$ cat src/rtl/eng_uc_collector_pkg.sv
// Shared types and default sizing for the unit-clause collector slice.
package uc_pkg;

  localparam int unsigned NUM_ENGINE = 4;
  localparam int unsigned UC_LENGTH  = 1024;
  localparam int unsigned LIT_W      = $clog2(UC_LENGTH);

  typedef logic signed [LIT_W-1:0] lit_t;

  typedef enum logic [1:0] {
    IDLE  = 2'd0,
    XFER  = 2'd1,
    QUIET = 2'd2
  } col_state_t;

endpackage

$ cat src/rtl/eng_uc_collector_rr_pick.sv
// Combinational round-robin search: first set req bit at or after ptr, wrapping upward.
module rr_pick #(
  parameter  int unsigned N  = 4,
  localparam int unsigned PW = (N > 1) ? $clog2(N) : 1
) (
  input  logic [N-1:0]  req,
  input  logic [PW-1:0] ptr,
  output logic [N-1:0]  gnt_oh,
  output logic [PW-1:0] gnt_idx
);

  logic          found;
  logic [PW-1:0] idx;

  always_comb begin
    gnt_oh  = '0;
    gnt_idx = '0;
    found   = 1'b0;
    idx     = '0;
    for (int unsigned k = 0; k < N; k++) begin
      idx = PW'((32'(ptr) + k) % N);
      if (!found && req[idx]) begin
        found       = 1'b1;
        gnt_oh[idx] = 1'b1;
        gnt_idx     = idx;
      end
    end
  end

endmodule

$ cat src/rtl/eng_uc_collector.sv
// Collects unit clauses from solver engines into one output register, round-robin.
// Optional UC_COLLECT_DEDUP_EN suppresses a literal equal to the last one forwarded.
module eng_uc_collector #(
  parameter  int unsigned NUM_ENGINE   = uc_pkg::NUM_ENGINE,
  parameter  int unsigned UC_LENGTH    = uc_pkg::UC_LENGTH,
  parameter  int unsigned QUIET_CYCLES = 2,
  localparam int unsigned LIT_W        = $clog2(UC_LENGTH)
) (
  input  logic                                clk,
  input  logic                                rst,
  input  logic [NUM_ENGINE-1:0]               eng_valid,
  input  logic [NUM_ENGINE-1:0][LIT_W-1:0]    eng_uc,
  input  logic [NUM_ENGINE-1:0]               eng_busy,
  output logic [NUM_ENGINE-1:0]               col2eng_ack,
  output logic                                col2uca_valid,
  output logic signed [LIT_W-1:0]             col2uca,
  output logic                                col2uca_empty,
  input  logic                                uca_ready,
  output logic                                quiescent
);

  import uc_pkg::*;

  localparam int unsigned   PW   = (NUM_ENGINE > 1) ? $clog2(NUM_ENGINE) : 1;
  localparam int unsigned   QW   = $clog2(QUIET_CYCLES + 2);
  localparam logic [QW-1:0] QMAX = QW'(QUIET_CYCLES);
  localparam logic [PW-1:0] LAST = PW'(NUM_ENGINE - 1);

  col_state_t       state_q;
  logic             quiescent_q;
  logic [PW-1:0]    rr_ptr_q, rr_ptr_d;
  logic [QW-1:0]    quiet_cnt_q, quiet_cnt_d;
  logic [LIT_W-1:0] lit_q, lit_d;
  logic             lit_vld_q, lit_vld_d;

  logic [NUM_ENGINE-1:0] gnt_oh;
  logic [PW-1:0]         gnt_idx;
  logic [LIT_W-1:0]      sel_lit;
  logic                  slot_free, grant, load, dup, idle;

  rr_pick #(.N(NUM_ENGINE)) u_rr_pick (
    .req     (eng_valid),
    .ptr     (rr_ptr_q),
    .gnt_oh  (gnt_oh),
    .gnt_idx (gnt_idx)
  );

  assign slot_free = !lit_vld_q || uca_ready;
  assign grant     = slot_free && (|eng_valid);
  assign sel_lit   = eng_uc[gnt_idx];
  assign load      = grant && !dup;
  assign idle      = !(|eng_valid) && !(|eng_busy) && !lit_vld_q;

`ifdef UC_COLLECT_DEDUP_EN
  logic [LIT_W-1:0] last_q;
  logic             last_vld_q;

  assign dup = last_vld_q && (sel_lit == last_q);

  always_ff @(posedge clk or negedge rst) begin
    if (!rst) begin
      last_q     <= '0;
      last_vld_q <= 1'b0;
    end else if (load) begin
      last_q     <= sel_lit;
      last_vld_q <= 1'b1;
    end
  end
`else
  assign dup = 1'b0;
`endif

  always_comb begin
    lit_d       = load ? sel_lit : lit_q;
    lit_vld_d   = load ? 1'b1 : (uca_ready ? 1'b0 : lit_vld_q);
    rr_ptr_d    = rr_ptr_q;
    if (grant) rr_ptr_d = (gnt_idx == LAST) ? '0 : gnt_idx + PW'(1);
    quiet_cnt_d = '0;
    if (idle) quiet_cnt_d = (quiet_cnt_q == QMAX) ? QMAX : quiet_cnt_q + QW'(1);
  end

  always_ff @(posedge clk or negedge rst) begin
    if (!rst) begin
      lit_q       <= '0;
      lit_vld_q   <= 1'b0;
      rr_ptr_q    <= '0;
      quiet_cnt_q <= '0;
    end else begin
      lit_q       <= lit_d;
      lit_vld_q   <= lit_vld_d;
      rr_ptr_q    <= rr_ptr_d;
      quiet_cnt_q <= quiet_cnt_d;
    end
  end

  // quiescent is registered alongside the state so it tracks (state == QUIET) exactly
  always_ff @(posedge clk or negedge rst) begin
    if (!rst) begin
      state_q     <= IDLE;
      quiescent_q <= 1'b0;
    end else begin
      case (state_q)
        IDLE: begin
          if (grant) begin
            state_q     <= XFER;
            quiescent_q <= 1'b0;
          end else if (idle && quiet_cnt_d == QMAX) begin
            state_q     <= QUIET;
            quiescent_q <= 1'b1;
          end
        end
        XFER: begin
          if (!grant && !lit_vld_d) begin
            state_q     <= IDLE;
            quiescent_q <= 1'b0;
          end
        end
        QUIET: begin
          if (grant) begin
            state_q     <= XFER;
            quiescent_q <= 1'b0;
          end else if (|eng_busy) begin
            state_q     <= IDLE;
            quiescent_q <= 1'b0;
          end
        end
        default: begin
          state_q     <= IDLE;
          quiescent_q <= 1'b0;
        end
      endcase
    end
  end

  assign col2eng_ack   = (grant && rst) ? gnt_oh : '0;
  assign col2uca_valid = lit_vld_q;
  assign col2uca       = lit_q;
  assign col2uca_empty = !lit_vld_q && !(|eng_valid);
  assign quiescent     = quiescent_q;

endmodule

$ cat config.mk
export PLATFORM = sky130hd
export DESIGN_NAME = eng_uc_collector
export DESIGN_NICKNAME = d
export VERILOG_FILES = /design/src/rtl/eng_uc_collector_pkg.sv /design/src/rtl/eng_uc_collector_rr_pick.sv /design/src/rtl/eng_uc_collector.sv
export SDC_FILE = /design/constraint.sdc
export NUM_CORES = 1
export LEC_CHECK = 0
export BUFFER_PORTS_ARGS = -buffer_cell sky130_fd_sc_hd__clkbuf_2
export CORE_UTILIZATION = 44
export DETAILED_ROUTE_END_ITERATION = 7
export MAX_ROUTING_LAYER = met4
export PLACE_DENSITY = 0.76
export SETUP_SLACK_MARGIN = 0.3
export SLEW_MARGIN = 40
export SYNTH_ARGS = -nofsm -noshare
export SYNTH_HDL_FRONTEND = slang
export SYNTH_HIERARCHICAL = 1
export SYNTH_SLANG_ARGS = --single-unit
$ cat constraint.sdc
create_clock -name clk -period 4.62 [get_ports clk]
set_input_delay 0.462 -clock clk [delete_from_list [all_inputs] [get_ports clk]]
set_output_delay 0.462 -clock clk [all_outputs]
set_load 0.02 [all_outputs]
### Word-level counts from Yosys, hierarchy flattened

Cells that the tools add are included.

* input port bits: 51
* register bits after elaboration: 18
* word-level logic and storage cells: 105
* output and inout bits: 17

* multiplexer cells: 47
* reduce and logical (&&, ||, !) cells: 27
* order comparisons: 9
* add/subtract/negate cells: 5
* bitwise operators: 3
* eq/ne operators: 8

Operator list (count)
* $mux W2: 12
* $bmux W10 S2: 1
* $mux W4: 5
* $mux W1: 18
* $lt A2 B3 Y1 const B: 5
* $logic_and A1 B1 Y1: 14
* $or A4 B4 Y4: 3
* $mux W10: 1
* $bmux W1 S2: 4
* $demux W1 S2: 4
* $eq A2 B2 Y1 const B: 4
* $ge A2 B1 Y1 const B: 4
* $logic_not A1 Y1: 8
* $reduce_or A4 Y1: 2
* $add A2 B1 Y2 const B: 3
* $ne A3 B3 Y1 const B: 2
* $pmux W2 S3: 1
* $add A2 B2 Y2 const B: 2
* $pmux W1 S3: 1
* $reduce_and A3 Y1: 1
* $eq A2 B1 Y1 const B: 1
* $logic_not A2 Y1: 1
* $ne A2 B2 Y1 const B: 1
* $logic_or A1 B1 Y1: 1

### Depth between registers and ports, before layout

Gate-level depths: netlist of the first run.

* depth in word-level cells: 14
* depth in mapped cells: 11
* mapped depth without buffers: 9

### Cells and area by module

The synthesis of the first run kept the hierarchy.

Modules (own cells, without submodules)
* eng_uc_collector: times used 1, seq. area each 425.4 µm², area each 1011.0 µm², cells an instance 67
* rr_pick: times used 1, seq. area each 0.0 µm², area each 489.2 µm², cells an instance 65

### Least setup slack after synthesis of the first run

Ideal clock, no wire load.

* path type: register -> register
* from: register rr_ptr_q[0]
* to: register lit_q[4], in the netlist col2uca[4]
* buffers on the path: 3
* required time: 4.495 ns
* setup time: 0.125 ns
* cell stages (with the launch flop): 11
* arrival: 2.981 ns
* slack: 1.514 ns
* path through: dfrtp_1 > buf_6 > buf_2 > inv_1 > ha_1 > o21ai_0 > o31ai_1 > o31a_1 > buf_2 > mux4_2 > mux2_4

* word-level cells in the longest chain between the ends: 14
* elaborated cells between the ends (all ways): 26
* those cells by class: 3 x add/sub; 17 x mux; 6 x reduce/logical

RTL lines
* from (decl): line eng_uc_collector.sv:31 `logic [PW-1:0] rr_ptr_q, rr_ptr_d;`
* from (signal assigned): line eng_uc_collector.sv:91 `rr_ptr_q <= rr_ptr_d;`
* parallel branches: the longest is 11 deep, another holds $add A2 B1 Y2
* $mux W2 *: line eng_uc_collector_rr_pick.sv:22 `if (!found && req[idx]) begin`
* named net gnt_idx[0]: line eng_uc_collector.sv:37 `logic [PW-1:0] gnt_idx;`
* $bmux W10 S2 *: line eng_uc_collector.sv:50 `assign sel_lit = eng_uc[gnt_idx];`
* $mux W10 (not written as such) *: line eng_uc_collector.sv:50
* to (signal assigned): line eng_uc_collector.sv:89 `lit_q <= lit_d;`
* to (decl): line eng_uc_collector.sv:33 `logic [LIT_W-1:0] lit_q, lit_d;`

Mark *: on every way through the listed nets, which the timed path passes. The select of a mux whose other input is x is not followed.
A chain may end at the register's enable or synchronous reset.

### Final worst setup path of the first run

Same ends and word-level chain as after synthesis.

==> results.yml, run 1 <==
floorplan:
  die_h_um: 60.39
  start_util_pct: 47.58
  coreArea_mm2: 0.003153
  die-area_mm2: 0.003647
  rows: 20
  io_pins: 68
  floorplan.die.width_um: 60.39
synth:
  yosysTopAreaCell: "dfrtp_1"
  synth_area_leaders: "dfrtp_1 28%, mux4_2 20%, ha_1 5.8%"
  synth_ff_type: "dfrtp_1"
  synth.avg_cell_area_um2: 11.37
  synth_commonest_cells: "17 x dfrtp_1, 13 x mux4_2, 12 x nand2_1"
  ys_ff_latch: 17
  postSynthCellCount: 132
  synth.top_cell.area_share_pct: 28.36
  synth_edf_count: 0
  synth_async_sr_flop_share_pct: 100.0
  synth_area_mm2: 0.001500
  yosysUniqueCellTypes: 39
  yosysMostFrequentCell: "dfrtp_1"
  seq_area_frac_synth_pct: 28.36
  ys_warn_count: 6
  synth_fp_nets: 190
drt:
  remaining_drc_errors: 0
  vias: 1311
  routed_wl_um: 3219
  ant_nets: 0
  drtIter0Drc: 53
  dr.pass1.iters: 4
  avgRoutedWirePerCell_um: 13.64
  via_per_inst: 5.555
timing:
  timing_hold_violations_final: 0
  post-route-period-util_pct: 73.27
  clock_skew_ns: 0.004391
  rsz0062_at_grt: "false"
  setup_viol: 0
  max_freq_ghz: 0.2954
  min_period_ns: 3.385
  tns_ns: 0
  relSlewSlack_pct: 54.47
  final-max-slew-violation-count: 0
  worstMarginPinSlew_ns: 0.6808
  finalWorstSetupSlack_ns: 1.235
layout:
  fillCellCount: 284
  diodes: 0
  syn_to_final_growth_pct: 23.60
  drive_gt1_share_pct: 56.25
  layout.nets: 251
worst_setup_path:
  slowest_stage: "dfrtp_1"
  worstReg2RegStart: "rr_ptr_q[0]$_DFFE_PN0P_"
  required_ns: 4.81
  critPathMaxFanout: 19
  critical_path_class: "reg -> reg"
  cp-end-kind: "register"
  worstSetupStartpointType: "register"
  r2r_end: "col2uca[4]$_DFFE_PN0P_"
  crit_family: "compound AO/OA/AOI/OAI gates"
  critPathLaunch: "rr_ptr_q[0]$_DFFE_PN0P_"
  max_stage_delay_ns: 0.72
  ff2ff_setup_slack_ns: 1.23
  arrival_ns: 3.57
  rr_worst_depth: 8
  worst-path-buf-inv: 1
  crit_chain: "inv_1, ha_1, nor3_1, o21ai_0, o31ai_1, o31a_2, mux4_2, mux2_4"
global_routing:
  grt_max_degree: 22
  track_usage_pct: 21.38
  grt_pass1_vias: 1342
  antenna_found_initial: 0
  grt_pass1_wl_um: 5630
  grt_overflow: 0
run:
  max-cap-violations: 0
clock_tree:
  cts_max_level: 1
  clock_latency_ns: 0.29
  cts.hold.buffers_added: 0
  cts_buffer_depth: 2
  post_cts_resized: 0
  path_clk_slew_ns: 0.10
  cts_inserted_buffers: 3
  cts_setup_buffers: 0
  cts-root-buf: "clkbuf_4"
  cts_tree: "done"
  clock-sinks: 17
placed_design:
  placement.io_buffers: 67
  post-place-ws_ns: 0.9345
  hpwl_um: 2655
  gp_congestion: 0.8599
power:
  leakage_nw: 0.9087
  ir_worst_vdd_mv: 0.3973
  p_per_area_mw_per_mm2: 612.9
status:
  run_status: "complete, no violations"
min_path:
  hold_path_class: "in -> async"
## how the worst max path moves through the flow
stage / end / cells after the start
after floorplan: col2uca[4]$_DFFE_PN0P_ / 10
after global placement: col2uca[6]$_DFFE_PN0P_ / 7
after detailed placement: col2uca[4]$_DFFE_PN0P_ / 7
after CTS: col2uca[2]$_DFFE_PN0P_ / 7
after global routing: col2uca[1]$_DFFE_PN0P_ / 7
final: col2uca[4]$_DFFE_PN0P_ / 8
## layout by cell type, fill, tap and decap left out, types with 2 or more instances in the layout
master,count
o21ai_0,9
a221o_2,4
nand2_1,12
nand2b_1,3
mux2_2,7
nor3b_1,2
nor2_1,4
and3_1,6
nor2b_4,2
mux2i_1,2
inv_1,7
mux4_2,13
clkbuf_4,3
mux2_4,5
clkbuf_2,67
a21oi_1,2
dfrtp_1,17
and3b_1,2
ha_1,7
## registers in the layout (all words and copies together) (netlist names)
register	cells
col2uca	10
quiet_cnt_q	2
rr_ptr_q	2
state_q	2
col2uca_valid	1
## where the power goes
part	internal [mW]	total [mW]	switching, mW	leakage, nW
clock network	0.0322	0.0797	0.0475	0.0177
logic	0.422	0.786	0.364	0.690
registers	0.206	0.271	0.0652	0.201
## worst register-to-register path, cell delays in order (launching register included)
cell and delay (ns):
dfrtp_1 0.72, inv_1 0.17, ha_1 0.42, nor3_1 0.32
o21ai_0 0.15, o31ai_1 0.18, o31a_2 0.50, mux4_2 0.57
mux2_4 0.26
## metrics by stage
step | cell area [um^2] | hold WS, ns | utilization (%) | power [mW] | cells
floorplan | 1500 | 0.1664 | - | 0.9151 | 132
global placement | 1814 | 0.4294 | 57.54 | 1.030 | 232
detailed placement | 1821 | 0.4363 | 57.74 | 1.064 | 232
CTS | 1848 | 0.1035 | 58.61 | 1.144 | 236
global route | 1854 | 0.1100 | 58.81 | 1.231 | 236
finish | 1854 | 0.09445 | 58.81 | 1.136 | 236
## cell type report
| class | count | area [um^2] | share of cell area (%) |
|---|---|---|---|
| flip-flops and latches | 17 | 425.4 | 22.94 |
| clock inverters | 1 | 5.005 | 0.2699 |
| inverters | 7 | 26.28 | 1.417 |
| well taps | 44 | 55.05 | 2.969 |
| multi-input cells | 97 | 984.7 | 53.10 |
| repair buffers | 67 | 335.3 | 18.08 |
| clock buffers | 3 | 22.52 | 1.215 |
## cell families (layout without fill, tap and decap cells)
| logic type | Yosys count | count (layout) | share of synthesized area (%) |
|---|---|---|---|
| adder cells (fa/ha/maj) | 7 | 7 | 5.838 |
| AO/OA/AOI/OAI | 24 | 24 | 11.43 |
| AND/OR/NAND/NOR | 39 | 39 | 16.43 |
| buffers and inverters | 18 | 78 | 6.838 |
| multiplexers | 27 | 27 | 31.11 |
| flip-flops | 17 | 17 | 28.36 |
## routing by layer
metal	up-vias	wire length [um]	track usage, %
met4	0	57	9.967
li1	617	-	-
met5	-	0	-
met2	45	1779	36.89
met1	643	1208	22.98
met3	6	173	5.117
Power figures use the tool's default switching activity.
==> run 2: changes to the inputs <==
Settings changed: CORE_UTILIZATION 44 to 43, PLACE_DENSITY 0.76 to 0.77.
Clock period 4.62 ns to 2.8 ns, I/O delays scaled along.
==> results.yml, run 2 (same netlist as run 1, synthesis figures left out) <==
power:
  switching_share_pct: 39.95
  ir_worst_vdd_mv: 0.5005
  p_per_area_mw_per_mm2: 1097
  p_int_mw: 1.452
  power_frac_comb_pct: 77.7
  pwr-share-clk_pct: 5.7
  leakage_nw: 1.065
  p_sw_uw: 966.0
  total_power_mw: 2.418
  seqPwrFrac_pct: 16.6
status:
  run_status: "complete, no violations"
clock_tree:
  clock_latency_ns: 0.30
  clock-sinks: 17
  cts_tree: "done"
  cts_max_level: 1
  cts-root-buf: "clkbuf_4"
  cts_inserted_buffers: 3
  cts_buffer_depth: 2
  path_clk_slew_ns: 0.11
global_routing:
  antenna_found_initial: 0
  grt_pass1_wl_um: 5513
  grt_pass1_vias: 1278
  grt_overflow: 0
  track_usage_pct: 20.91
  grt_max_degree: 22
floorplan:
  io_pins: 68
  die-area_mm2: 0.003729
  floorplan.die.width_um: 61.07
  die_h_um: 61.07
  coreArea_mm2: 0.003337
  rows: 21
  start_util_pct: 44.96
layout:
  largest_reg_flops: 10
  layout.nets: 278
  drive_gt1_share_pct: 66.67
  diodes: 0
  final_common_cell: "clkbuf_2"
  mostFrequentLayoutCells: "63 x clkbuf_2, 20 x buf_4, 16 x dfrtp_1, 13 x mux4_2, 12 x nand2_1"
  syn_to_final_growth_pct: 46.96
timing:
  rsz0062_at_grt: "true"
  final-max-slew-violation-count: 0
  clock_skew_ns: 0.004533
  relSlewSlack_pct: 60.75
  timing_hold_violations_final: 0
  setup_viol: 0
  min_period_ns: 2.586
  worstMarginPinSlew_ns: 0.5876
  post-route-period-util_pct: 92.37
  max_freq_ghz: 0.3866
  whs_ns: 0.2962
placed_design:
  gp_congestion: 0.7952
  hpwl_um: 2770
  placement.io_buffers: 67
drt:
  ant_nets: 0
  via_per_inst: 5.313
  routed_wl_um: 3884
  avgRoutedWirePerCell_um: 14.66
  vias: 1408
  drtIter0Drc: 46
  remaining_drc_errors: 0
  dr.pass1.iters: 4
worst_setup_path:
  arrival_ns: 2.78
  required_ns: 2.99
  cp-end-kind: "register"
  critical_path_class: "reg -> reg"
  critPathMaxFanout: 6
  worstSetupStartpointType: "register"
min_path:
  hold_path_class: "in -> reg"
run:
  max-cap-violations: 0
==> run 2: changes by cell type in the layout (fill, tap and decap cells not counted), sizes merged <==
| cell | before | now |
|---|---|---|
| buf | 0 | 30 |
| clkinv | 1 | 0 |
| dlygate4sd3 | 0 | 1 |
| clkbuf | 70 | 67 |
==> run 2: per-layer routing <==
metal  track usage, %  part of all wire [%]  vias up
met5                -                     0        -
met4            7.792                   1.1        0
met3            2.101                   4.7        4
met1            21.38                    40      687
met2            40.53                    54       44
li1                 -                     -      673
==> run 2: path summary, 6_finish.rpt <==
check / startpoint / endpoint / slack [ns] / depth (start not counted)
min in group asynchronous: rst / col2uca[7]$_DFFE_PN0P_ / 0.48 / 2
hold / removal: eng_busy[0] / state_q[1]$_DFFE_PN0P_ / 0.30 / 3
max in group asynchronous: rst / rr_ptr_q[0]$_DFFE_PN0P_ / 1.95 / 2
setup reg to reg: rr_ptr_q[0]$_DFFE_PN0P_ / col2uca[7]$_DFFE_PN0P_ / 0.21 / 9
hold reg to reg: state_q[0]$_DFFE_PN0P_ / state_q[1]$_DFFE_PN0P_ / 0.47 / 1
setup / recovery: rr_ptr_q[0]$_DFFE_PN0P_ / col2uca[7]$_DFFE_PN0P_ / 0.21 / 9
==> run 2: final cells by class <==
cell class | instances | area, um^2
fillers | 244 | 1132
well taps | 46 | 57.56
repair buffers | 94 | 596.8
clock buffers | 4 | 26.28
inverters | 7 | 28.78
flip-flops and latches | 17 | 426.7
multi-input cells | 97 | 1069
==> run 2: through the flow <==
stage	area, um^2	instances	utilization [%]	setup WS, ns	setup TNS (ns)
2_1_floorplan	1540	132	-	0.08442	0
3_3_place_gp	1953	249	58.53	-0.1436	-1.428
3_5_place_dp	1964	249	58.87	0.01742	0
4_1_cts	2145	262	64.27	0.2284	0
5_1_grt	2205	265	66.07	0.1483	0
6_report	2205	265	66.07	0.2136	0
==> run 2: power by group through the flow <==
| stage | clock (mW) | sequential (mW) | combinational (mW) |
|---|---|---|---|
| global placement | 0 | 0.398 | 1.51 |
| global route | 0.155 | 0.411 | 2.01 |
| detailed placement | 0 | 0.403 | 1.55 |
| CTS | 0.141 | 0.399 | 1.76 |
| floorplan | 0 | 0.491 | 1.10 |
| finish | 0.139 | 0.401 | 1.88 |
==> run 2: timing repair <==
action                                 4_1_cts  5_1_grt
pin swaps                                    6        9
hold buffers                                 1        0
endpoints found under the hold margin       17        0
setup endpoints to repair                   16       15
setup buffers                                6        3
resized for setup                           27       12
cloned                                       2        0
==> run 2: worst max-delay path: stages (launching register included) <==
cell and delay, ns:
dfrtp_2 0.43, buf_4 0.13, mux4_2 0.54, inv_2 0.09, buf_4 0.10, nor2_2 0.03
o31a_1 0.30, buf_6 0.16, mux4_2 0.43, mux2_4 0.27
